<file path="config.mk">
export PLATFORM = sky130hd
export DESIGN_NAME = ex_div_ctrl_flat
export DESIGN_NICKNAME = d
export VERILOG_FILES = /design/src/rtl/ex_div_ctrl_if.sv /design/src/rtl/ex_div_ctrl.sv /design/src/flat_wrapper.sv
export SDC_FILE = /design/constraint.sdc
export NUM_CORES = 1
export LEC_CHECK = 0
export ABC_AREA = 1
export CAP_MARGIN = 20
export CORE_ASPECT_RATIO = 0.5
export CORE_MARGIN = 4
export CORE_UTILIZATION = 44
export DETAILED_ROUTE_END_ITERATION = 7
export GPL_TIMING_DRIVEN = 1
export SYNTH_ARGS = -nofsm -noshare
export SYNTH_HDL_FRONTEND = slang
export SYNTH_SLANG_ARGS = --single-unit
</file>
<file path="constraint.sdc">
create_clock -name clk -period 4.6 [get_ports clk]
set_input_delay 0.92 -clock clk [delete_from_list [all_inputs] [get_ports clk]]
set_output_delay 0.92 -clock clk [all_outputs]
set_load 0.01 [all_outputs]
</file>
<file path="src/rtl/ex_div_ctrl_if.sv">
// ex_div_ctrl_if: request/result bundle between the EX-stage pipeline and the
// iterative divide sequencer.
//   master (pipeline): drives the id_ex_reg_* request fields and flush_i,
//                      observes stall/busy/valid and the result beat.
//   slave  (divider):  the reverse.
//   id_ex_reg_div_req_i   1   divide instruction present in EX
//   id_ex_reg_div_op_i    2   00 DIV, 01 DIVU, 10 REM, 11 REMU
//   id_ex_reg_op_a_i      32  dividend
//   id_ex_reg_op_b_i      32  divisor
//   id_ex_reg_reg_waddr_i 5   destination register
//   flush_i               1   kill the in-flight instruction
//   div_stall_o           1   hold IF/ID/EX registers
//   div_busy_o            1   sequencer is iterating
//   div_valid_o           1   one-cycle result beat
//   div_result_o          32  quotient or remainder
//   div_reg_waddr_o       5   destination of the result beat
interface ex_div_ctrl_if;
    logic        id_ex_reg_div_req_i;
    logic [1:0]  id_ex_reg_div_op_i;
    logic [31:0] id_ex_reg_op_a_i;
    logic [31:0] id_ex_reg_op_b_i;
    logic [4:0]  id_ex_reg_reg_waddr_i;
    logic        flush_i;
    logic        div_stall_o;
    logic        div_busy_o;
    logic        div_valid_o;
    logic [31:0] div_result_o;
    logic [4:0]  div_reg_waddr_o;

    modport master (
        output id_ex_reg_div_req_i,
        output id_ex_reg_div_op_i,
        output id_ex_reg_op_a_i,
        output id_ex_reg_op_b_i,
        output id_ex_reg_reg_waddr_i,
        output flush_i,
        input  div_stall_o,
        input  div_busy_o,
        input  div_valid_o,
        input  div_result_o,
        input  div_reg_waddr_o
    );

    modport slave (
        input  id_ex_reg_div_req_i,
        input  id_ex_reg_div_op_i,
        input  id_ex_reg_op_a_i,
        input  id_ex_reg_op_b_i,
        input  id_ex_reg_reg_waddr_i,
        input  flush_i,
        output div_stall_o,
        output div_busy_o,
        output div_valid_o,
        output div_result_o,
        output div_reg_waddr_o
    );
endinterface

</file>
<file path="src/rtl/ex_div_ctrl.sv">
// ex_div_ctrl: iterative 32-step radix-2 restoring divide sequencer for the
// EX stage (DIV/DIVU/REM/REMU). Stalls the pipeline while iterating and emits
// one result beat together with the destination register address.
// Ports:
//   clk     pipeline clock
//   rst_n   asynchronous active-low reset
//   div_if  ex_div_ctrl_if.slave (request fields, flush, stall/busy/valid,
//           result and destination)
// Optional build macro:
//   DIV_ZERO_FAST_EN  divide-by-zero skips the iteration and finishes in one
//                     cycle with the same result value.
module ex_div_ctrl (
    input  logic          clk,
    input  logic          rst_n,
    ex_div_ctrl_if.slave  div_if
);
    localparam int unsigned XLEN  = 32;
    localparam int unsigned CNT_W = 5;
    localparam int unsigned RA_W  = 5;
    localparam logic [CNT_W-1:0] LAST_STEP = CNT_W'(XLEN - 1);

    typedef enum logic [1:0] {
        S_IDLE = 2'd0,
        S_CALC = 2'd1,
        S_DONE = 2'd2
    } state_e;

    state_e state_q;
    state_e state_d;

    // Iteration registers: dvd_q collects quotient bits as the dividend shifts out.
    logic [XLEN-1:0]  dvd_q;
    logic [XLEN-1:0]  dvs_q;
    logic [XLEN-1:0]  rem_q;
    logic [CNT_W-1:0] cnt_q;
    logic             is_rem_q;
    logic             sign_a_q;
    logic             sign_q_q;
    logic [RA_W-1:0]  waddr_q;

    // Result beat registers.
    logic [XLEN-1:0]  result_q;
    logic [RA_W-1:0]  res_waddr_q;

    // FSM controls.
    logic start_c;
    logic finish_c;
    logic req_go_c;

    // Request decode and operand magnitude.
    logic            is_signed_c;
    logic            a_neg_c;
    logic            b_neg_c;
    logic [XLEN-1:0] abs_a_c;
    logic [XLEN-1:0] abs_b_c;

    // One restoring step.
    logic [XLEN:0]   rem_sh_c;
    logic [XLEN:0]   dvs_ext_c;
    logic            ge_c;
    logic [XLEN-1:0] rem_step_c;
    logic [XLEN-1:0] dvd_step_c;

    // Sign fixup of the final step.
    logic [XLEN-1:0] q_fix_c;
    logic [XLEN-1:0] r_fix_c;
    logic [XLEN-1:0] res_calc_c;

`ifdef DIV_ZERO_FAST_EN
    logic            fast_zero_c;
    logic [XLEN-1:0] zero_res_c;
`endif

    assign req_go_c = div_if.id_ex_reg_div_req_i & ~div_if.flush_i;

    // Operand magnitudes: DIV/REM (op[0] == 0) are signed.
    always_comb begin
        is_signed_c = ~div_if.id_ex_reg_div_op_i[0];
        a_neg_c     = is_signed_c & div_if.id_ex_reg_op_a_i[XLEN-1];
        b_neg_c     = is_signed_c & div_if.id_ex_reg_op_b_i[XLEN-1];
        abs_a_c     = a_neg_c ? (~div_if.id_ex_reg_op_a_i + XLEN'(1))
                              : div_if.id_ex_reg_op_a_i;
        abs_b_c     = b_neg_c ? (~div_if.id_ex_reg_op_b_i + XLEN'(1))
                              : div_if.id_ex_reg_op_b_i;
    end

    // Restoring step; the compare is 33 bits wide so a full-range divisor works.
    always_comb begin
        rem_sh_c   = {rem_q, dvd_q[XLEN-1]};
        dvs_ext_c  = {1'b0, dvs_q};
        ge_c       = (rem_sh_c >= dvs_ext_c);
        rem_step_c = ge_c ? XLEN'(rem_sh_c - dvs_ext_c) : rem_sh_c[XLEN-1:0];
        dvd_step_c = {dvd_q[XLEN-2:0], ge_c};
    end

    // Divide-by-zero needs no special case: the quotient saturates to all ones
    // and is left unnegated, the remainder equals the dividend.
    always_comb begin
        q_fix_c    = (sign_q_q && (dvs_q != '0)) ? (~dvd_step_c + XLEN'(1)) : dvd_step_c;
        r_fix_c    = sign_a_q ? (~rem_step_c + XLEN'(1)) : rem_step_c;
        res_calc_c = is_rem_q ? r_fix_c : q_fix_c;
    end

`ifdef DIV_ZERO_FAST_EN
    assign zero_res_c = div_if.id_ex_reg_div_op_i[1] ? div_if.id_ex_reg_op_a_i : '1;
`endif

    // State register.
    always_ff @(posedge clk or negedge rst_n) begin
        if (!rst_n) begin
            state_q <= S_IDLE;
        end else begin
            state_q <= state_d;
        end
    end

    // Next state and step controls.
    always_comb begin
        state_d  = state_q;
        start_c  = 1'b0;
        finish_c = 1'b0;
`ifdef DIV_ZERO_FAST_EN
        fast_zero_c = 1'b0;
`endif
        case (state_q)
            S_IDLE: begin
                if (req_go_c) begin
                    start_c = 1'b1;
                    state_d = S_CALC;
`ifdef DIV_ZERO_FAST_EN
                    if (div_if.id_ex_reg_op_b_i == '0) begin
                        fast_zero_c = 1'b1;
                        state_d     = S_DONE;
                    end
`endif
                end
            end
            S_CALC: begin
                if (div_if.flush_i) begin
                    state_d = S_IDLE;
                end else if (cnt_q == LAST_STEP) begin
                    finish_c = 1'b1;
                    state_d  = S_DONE;
                end
            end
            S_DONE: begin
                // A req still high here belongs to the finished instruction.
                state_d = S_IDLE;
            end
            default: begin
                state_d = S_IDLE;
            end
        endcase
    end

    // Operand capture, iteration and result registration.
    always_ff @(posedge clk or negedge rst_n) begin
        if (!rst_n) begin
            dvd_q       <= '0;
            dvs_q       <= '0;
            rem_q       <= '0;
            cnt_q       <= '0;
            is_rem_q    <= 1'b0;
            sign_a_q    <= 1'b0;
            sign_q_q    <= 1'b0;
            waddr_q     <= '0;
            result_q    <= '0;
            res_waddr_q <= '0;
        end else begin
            if (start_c) begin
                dvd_q    <= abs_a_c;
                dvs_q    <= abs_b_c;
                rem_q    <= '0;
                cnt_q    <= '0;
                is_rem_q <= div_if.id_ex_reg_div_op_i[1];
                sign_a_q <= a_neg_c;
                sign_q_q <= is_signed_c & (div_if.id_ex_reg_op_a_i[XLEN-1]
                                         ^ div_if.id_ex_reg_op_b_i[XLEN-1]);
                waddr_q  <= div_if.id_ex_reg_reg_waddr_i;
            end else if (state_q == S_CALC) begin
                rem_q <= rem_step_c;
                dvd_q <= dvd_step_c;
                cnt_q <= cnt_q + CNT_W'(1);
            end

            if (finish_c) begin
                result_q    <= res_calc_c;
                res_waddr_q <= waddr_q;
            end
`ifdef DIV_ZERO_FAST_EN
            if (fast_zero_c) begin
                result_q    <= zero_res_c;
                res_waddr_q <= div_if.id_ex_reg_reg_waddr_i;
            end
`endif
        end
    end

    // Stall drops combinationally on flush so the pipeline can refetch at once.
    assign div_if.div_stall_o = rst_n & (((state_q == S_IDLE) & req_go_c)
                                       | ((state_q == S_CALC) & ~div_if.flush_i));
    assign div_if.div_busy_o      = (state_q == S_CALC);
    assign div_if.div_valid_o     = (state_q == S_DONE) & ~div_if.flush_i;
    assign div_if.div_result_o    = result_q;
    assign div_if.div_reg_waddr_o = res_waddr_q;

endmodule

</file>
<file path="src/flat_wrapper.sv">
// flat-port wrapper written by rule: the top's interface ports become plain ports
module ex_div_ctrl_flat 
  (clk, rst_n, div_if_id_ex_reg_div_req_i, div_if_id_ex_reg_div_op_i, div_if_id_ex_reg_op_a_i, div_if_id_ex_reg_op_b_i, div_if_id_ex_reg_reg_waddr_i, div_if_flush_i, div_if_div_stall_o, div_if_div_busy_o, div_if_div_valid_o, div_if_div_result_o, div_if_div_reg_waddr_o);
  ex_div_ctrl_if div_if_i ();
  input  logic clk;
  input  logic rst_n;
  input wire logic [$bits(div_if_i.id_ex_reg_div_req_i)-1:0] div_if_id_ex_reg_div_req_i;
  input wire logic [$bits(div_if_i.id_ex_reg_div_op_i)-1:0] div_if_id_ex_reg_div_op_i;
  input wire logic [$bits(div_if_i.id_ex_reg_op_a_i)-1:0] div_if_id_ex_reg_op_a_i;
  input wire logic [$bits(div_if_i.id_ex_reg_op_b_i)-1:0] div_if_id_ex_reg_op_b_i;
  input wire logic [$bits(div_if_i.id_ex_reg_reg_waddr_i)-1:0] div_if_id_ex_reg_reg_waddr_i;
  input wire logic [$bits(div_if_i.flush_i)-1:0] div_if_flush_i;
  output wire logic [$bits(div_if_i.div_stall_o)-1:0] div_if_div_stall_o;
  output wire logic [$bits(div_if_i.div_busy_o)-1:0] div_if_div_busy_o;
  output wire logic [$bits(div_if_i.div_valid_o)-1:0] div_if_div_valid_o;
  output wire logic [$bits(div_if_i.div_result_o)-1:0] div_if_div_result_o;
  output wire logic [$bits(div_if_i.div_reg_waddr_o)-1:0] div_if_div_reg_waddr_o;
  assign div_if_i.id_ex_reg_div_req_i = div_if_id_ex_reg_div_req_i;
  assign div_if_i.id_ex_reg_div_op_i = div_if_id_ex_reg_div_op_i;
  assign div_if_i.id_ex_reg_op_a_i = div_if_id_ex_reg_op_a_i;
  assign div_if_i.id_ex_reg_op_b_i = div_if_id_ex_reg_op_b_i;
  assign div_if_i.id_ex_reg_reg_waddr_i = div_if_id_ex_reg_reg_waddr_i;
  assign div_if_i.flush_i = div_if_flush_i;
  assign div_if_div_stall_o = div_if_i.div_stall_o;
  assign div_if_div_busy_o = div_if_i.div_busy_o;
  assign div_if_div_valid_o = div_if_i.div_valid_o;
  assign div_if_div_result_o = div_if_i.div_result_o;
  assign div_if_div_reg_waddr_o = div_if_i.div_reg_waddr_o;
  ex_div_ctrl u_core (.clk(clk), .rst_n(rst_n), .div_if(div_if_i));
endmodule
</file>
# [After elaboration in Yosys (flattened, before gate mapping)]
# Cells that the tools add are included.
[word_totals] inputBits=75 word_cells=65 reg_bits=148 out_inout_bits=40
[classes] addsub=6 magnitude_cmp=1 n_mux=21 n_eq_ne=5 n_bitwise=16 reduce_logical=5
[ops] operator="two-way mux 32 bit" count=10
[ops] operator="adder 32 x 1 -> 32 bit, second input constant" count=4
[ops] operator="inverter 32 bit" count=4
[ops] operator=">= comparator 33 x 32 -> 1 bit" count=1
[ops] operator="nonzero test 32 bit" count=1
[ops] operator="subtractor 32 bit" count=1
[ops] operator="two-way mux 5 bit" count=2
[ops] operator="AND 1 bit" count=8
[ops] operator="two-way mux 2 bit" count=3
[ops] operator="adder 5 x 1 -> 5 bit, second input constant" count=1
[ops] operator="equality test 5 bit, second input constant" count=1
[ops] operator="two-way mux 1 bit" count=5
[ops] operator="one-hot mux 2 bit (2 select lines)" count=1
[ops] operator="inequality test 3 x 2 -> 1 bit, second input constant" count=1
[ops] operator="equality test 2 x 1 -> 1 bit, second input constant" count=1
[ops] operator="equality test 2 bit, second input constant" count=1
[ops] operator="zero test 2 bit" count=1
[ops] operator="inequality test 2 x 1 -> 1 bit, second input constant" count=1
[ops] operator="inverter 1 bit" count=2
[ops] operator="AND reduction 2 bit" count=1
[ops] operator="nonzero test 2 bit" count=1
[ops] operator="logical AND 1 bit" count=1
[ops] operator="OR 1 bit" count=1
[ops] operator="XOR 1 bit" count=1

# [Depth between registers and ports, before layout]
[logic_depth] word_depth=6 mapped_depth=27 ltp_nobuf=26

# [Worst setup path after synthesis]
# Ideal clock, no wire load.
[synth_path] path_kind="register to register" startpoint="reg u_core.rem_q[6]" endpoint="reg u_core.result_q[28], in the netlist u_core.div_if.div_result_o[28]" stages_incl_launch_ff=27 period_less_slack_ns=3.579 arrival_ns=3.456 slack_ns=1.021 path_buffers=1 required_time_ns=4.478 setup_ns=0.122 cell_sequence="dfrtp_1 -> ha_1 -> nand2_2 -> inv_2 -> nand2_1 -> nand2_1 -> inv_2 -> nand3_2 -> nand2_2 -> nand2_2 -> nand2_4 -> nand2_4 -> buf_12 -> inv_2 -> ha_1 -> nand4_1 -> nor3_1 -> nand2_1 -> nor2_1 -> nand4_1 -> nor2_1 -> nand3_1 -> o21ai_1 -> o21ai_0 -> or2_0 -> a21oi_1 -> a21oi_1"
[synth_between] elab_chain_cells=6 word_cells_on_any_way=10 classes_between="3 x add/sub; 1 x order compare; 4 x mux; 2 x bitwise"
[synth_rtl] element="start: declaration" line_no="ex_div_ctrl.sv:34" rtl="logic [XLEN-1:0] rem_q;"
[synth_rtl] element="start signal: assignment" line_no="ex_div_ctrl.sv:181" rtl="rem_q <= rem_step_c;"
[synth_rtl] element="subtractor 32 bit / >= comparator 33 x 32 -> 1 bit (equally long branches)" line_no="ex_div_ctrl.sv:92, ex_div_ctrl.sv:91"
[synth_rtl] element="two-way mux 32 bit" line_no="ex_div_ctrl.sv:92" rtl="rem_step_c = ge_c ? XLEN'(rem_sh_c - dvs_ext_c) : rem_sh_c[XLEN-1:0];"
[synth_rtl] element="inverter 32 bit" line_no="ex_div_ctrl.sv:100" rtl="r_fix_c = sign_a_q ? (~rem_step_c + XLEN'(1)) : rem_step_c;"
[synth_rtl] element="adder 32 x 1 -> 32 bit" line_no="ex_div_ctrl.sv:100"
[synth_rtl] element="two-way mux 32 bit" line_no="ex_div_ctrl.sv:100"
[synth_rtl] element="two-way mux 32 bit *" line_no="ex_div_ctrl.sv:101" rtl="res_calc_c = is_rem_q ? r_fix_c : q_fix_c;"
[synth_rtl] element="end signal: assignment" line_no="ex_div_ctrl.sv:187" rtl="result_q <= res_calc_c;"
[synth_rtl] element="end: declaration" line_no="ex_div_ctrl.sv:42" rtl="logic [XLEN-1:0] result_q;"
# Mark *: on every way between the ends. The rest lies on a longest branch, timed or not.
# A chain may end at the register's enable or synchronous reset.

# [Worst setup path in the final report]
[layout_path] startpoint="reg u_core.rem_q[27]" endpoint="reg u_core.result_q[28], in the netlist u_core.div_if.div_result_o[28]"
# Same word-level chain as after synthesis.

==> results.toml <==
[run_status]
outcome = "finished clean"

[clock_network]
cts_sinks = 148
clk_pin_slew_worst_paths_ps = 60
cts_root_buf = "clkbuf_16"
clock_path_buffers = 2
cts_tree = "done"
cts.hold.buffers_added = 0
cts_buffers = 17
cts_resized = 0
post_cts_buffers = 0
clock_latency_ps = 440
cts-htree-levels = 4

[power]
vdd_drop_max_mv = 0.384
p_per_area_nw_per_um2 = 610
leakage_nw = 7.11

[critical_path]
cp-end-kind = "flip-flop"
regToRegEndpoint = "u_core.div_if.div_result_o[28]$_DFFE_PN0P_"
critPathArrivalTime_ps = 4310
critical_path.startpoint = "u_core.rem_q[27]$_DFFE_PN0P_"
reg2reg_slack_ps = 620
cp_common_cell = "a21oi_1"
r2r-start = "u_core.rem_q[27]$_DFFE_PN0P_"
cp-endpoint = "u_core.div_if.div_result_o[28]$_DFFE_PN0P_"
rr_worst_depth = 21
slowest_delay_ps = 410
critPathRequiredTime_ps = 4930
worstSetupPathType = "reg2reg"
slowest_stage = "dfrtp_1"
path_cells = "ha_1 -> a21oi_2 -> nand2_1 -> a21oi_1 -> nand2_2 -> nor2_4 -> nand2_4 -> inv_2 -> ha_1 -> nand4_1 -> nor3_1 -> nand2_1 -> nor2_1 -> nand4_1 -> nor2_1 -> nand3_1 -> o21ai_1 -> o21ai_0 -> or2_0 -> a21oi_1 -> a21oi_1"
setup.worst_path.start_class = "flip-flop"
path_max_fanout = 7

[final_layout]
fin_nets = 2133
syn_to_final_growth_pct = 16.2
mostFrequentLayoutCells = "nand2_1 (529), inv_1 (257), o21ai_0 (194)"
final_common_cell = "nand2_1"
final_layout_size_suffix_gt1_share_pct = 8.47
antenna_cells = 0

[sta]
tightest_slew_ps = 961
final-setup-viol-count = 0
period_needed_ps = 3980
finalCritPeriodShare_pct = 86.6
finClkSkew_ps = 14.6
relSlewSlack_pct = 35.9
fmax_ghz = 0.251
hold_viol = 0
rsz0062_at_grt = "false"
fin_setup_tns_ps = 0
timing.hold.ws_ps = 375
slew_viol_final = 0

[yosys]
synth_seq_cells = 148
syn_avg_cell_area_um2 = 6.47
ys_async_sr_fraction_pct = 100
ys.flop_type = "dfrtp_1"
syn_inst = 1930
yosysUniqueCellTypes = 53
syn_nets = 2044
synth_warnings = 0
synth.yosys.seq_area_share_pct = 29.6
synth_edf_count = 0
synth_area_um2 = 12500

[global_route]
grt_pass1_wl_um = 62300
grt_usage_pct = 25.2
antenna_found_initial = 0
grt_pass1_vias = 11461
grt_overflow = 0
grt_max_degree = 72

[routing]
wl_per_cell_um = 16.3
drc = 0
drtIter0Drc = 889
drt-total-wl_um = 39300
viasPerCell = 5.11
dr_total_vias = 12330
drtPass1Iterations = 5
antenna_left = 0

[flow_run]
drv_cap = 0

[die]
rows = 43
io_pins = 115
die_area_um2 = 31300
die_h_um = 127
die_w_um = 246
core_region_area_um2 = 27800
start_util_pct = 44.9

[placement]
portBuffers = 114
hpwl_um = 30600
gp_congestion = 0.983

[worst_hold_path]
min_path_type = "in2async"
==> per-layer routing <==
layer  up-vias  track usage [%]  share of wire (%)
met5         -                0                  0
met4         0             5.80                1.9
met3        37             5.54                7.0
met2       350             37.2                 41
met1      5549             37.8                 50
li1       6394                -                  -
==> cell type report <==
type	count	area, um^2
clock buffers	21	450
clock inverters	9	108
fillers	2814	13300
inverters	272	1020
multi-input cells	1445	7450
flip-flops and latches	148	3700
well taps	382	478
repair buffers	135	1310
==> sequential cells by signal, summed over array words and instances, names as in the netlist, 2 cells and up <==
name                           count
u_core.cnt_q                       5
u_core.div_if.div_reg_waddr_o      5
u_core.div_if.div_result_o        32
u_core.dvd_q                      32
u_core.dvs_q                      32
u_core.rem_q                      32
u_core.state_q                     2
u_core.waddr_q                     5
==> worst min-delay path by stage <==
stage | start | end | cells after the start
floorplan | u_core.waddr_q[0]$_DFFE_PN0P_ | u_core.div_if.div_reg_waddr_o[0]$_DFFE_PN0P_ | 2
global placement | u_core.waddr_q[3]$_DFFE_PN0P_ | u_core.div_if.div_reg_waddr_o[3]$_DFFE_PN0P_ | 2
detailed placement | u_core.waddr_q[3]$_DFFE_PN0P_ | u_core.div_if.div_reg_waddr_o[3]$_DFFE_PN0P_ | 2
CTS | rst_n | u_core.div_if.div_reg_waddr_o[1]$_DFFE_PN0P_ | 1
global route | rst_n | u_core.div_if.div_reg_waddr_o[1]$_DFFE_PN0P_ | 1
finish | rst_n | u_core.div_if.div_reg_waddr_o[1]$_DFFE_PN0P_ | 1
==> metrics by stage <==
| stage | util [%] | cell area [um^2] | cells | setup slack, ps | total power, mW |
|---|---|---|---|---|---|
| after floorplan | - | 12500 | 1930 | 1020 | 6.03 |
| after global placement | 50.2 | 14000 | 2382 | 652 | 7.38 |
| after detailed placement | 50.2 | 14000 | 2382 | 613 | 7.37 |
| after CTS | 52.2 | 14500 | 2412 | 639 | 8.78 |
| after global routing | 52.2 | 14500 | 2412 | 44.6 | 9.67 |
| final | 52.2 | 14500 | 2412 | 615 | 8.85 |
==> where the power goes <==
part	switching, mW	internal (mW)
Clock	0.562	0.804
Sequential	0.269	1.59
Combinational	3.90	1.73
==> synthesized netlist by cell type, drive strengths merged, types with 3 or more instances <==
master	count	area, um^2
nand2	571	2280
inv	269	1010
nor2	205	857
o21ai	203	1040
dfrtp	148	3700
nand3	135	816
a21oi	90	473
xor2	54	473
clkbuf	50	188
ha	38	475
nor3	28	151
nand4	26	163
xnor2	16	140
buf	15	146
o22ai	14	87.6
a31oi	13	81.3
nor4	12	75.1
o31ai	10	75.1
or2	6	37.5
nand3b	5	37.5
o211ai	4	35.0
a32o	3	30.0
clkinv	3	13.8
==> cell families after synthesis <==
kind of cell / share of synthesized area [%]
xor+xnor: 4.91
buf+inv: 10.9
fa+ha+maj: 3.97
simple gates: 35.5
flops: 29.6
compound gates: 15.1
==> worst max-delay path, delay by kind of cell, from the launching register on <==
| family | cells | cell delay, ps |
|---|---|---|
| flip-flops | 1 | 410 |
| adder cells (fa/ha/maj) | 2 | 580 |
| AO/OA/AOI/OAI | 6 | 1000 |
| AND/OR/NAND/NOR | 12 | 1760 |
| buffers and inverters | 1 | 110 |
(Power assumes the default switching activity.)
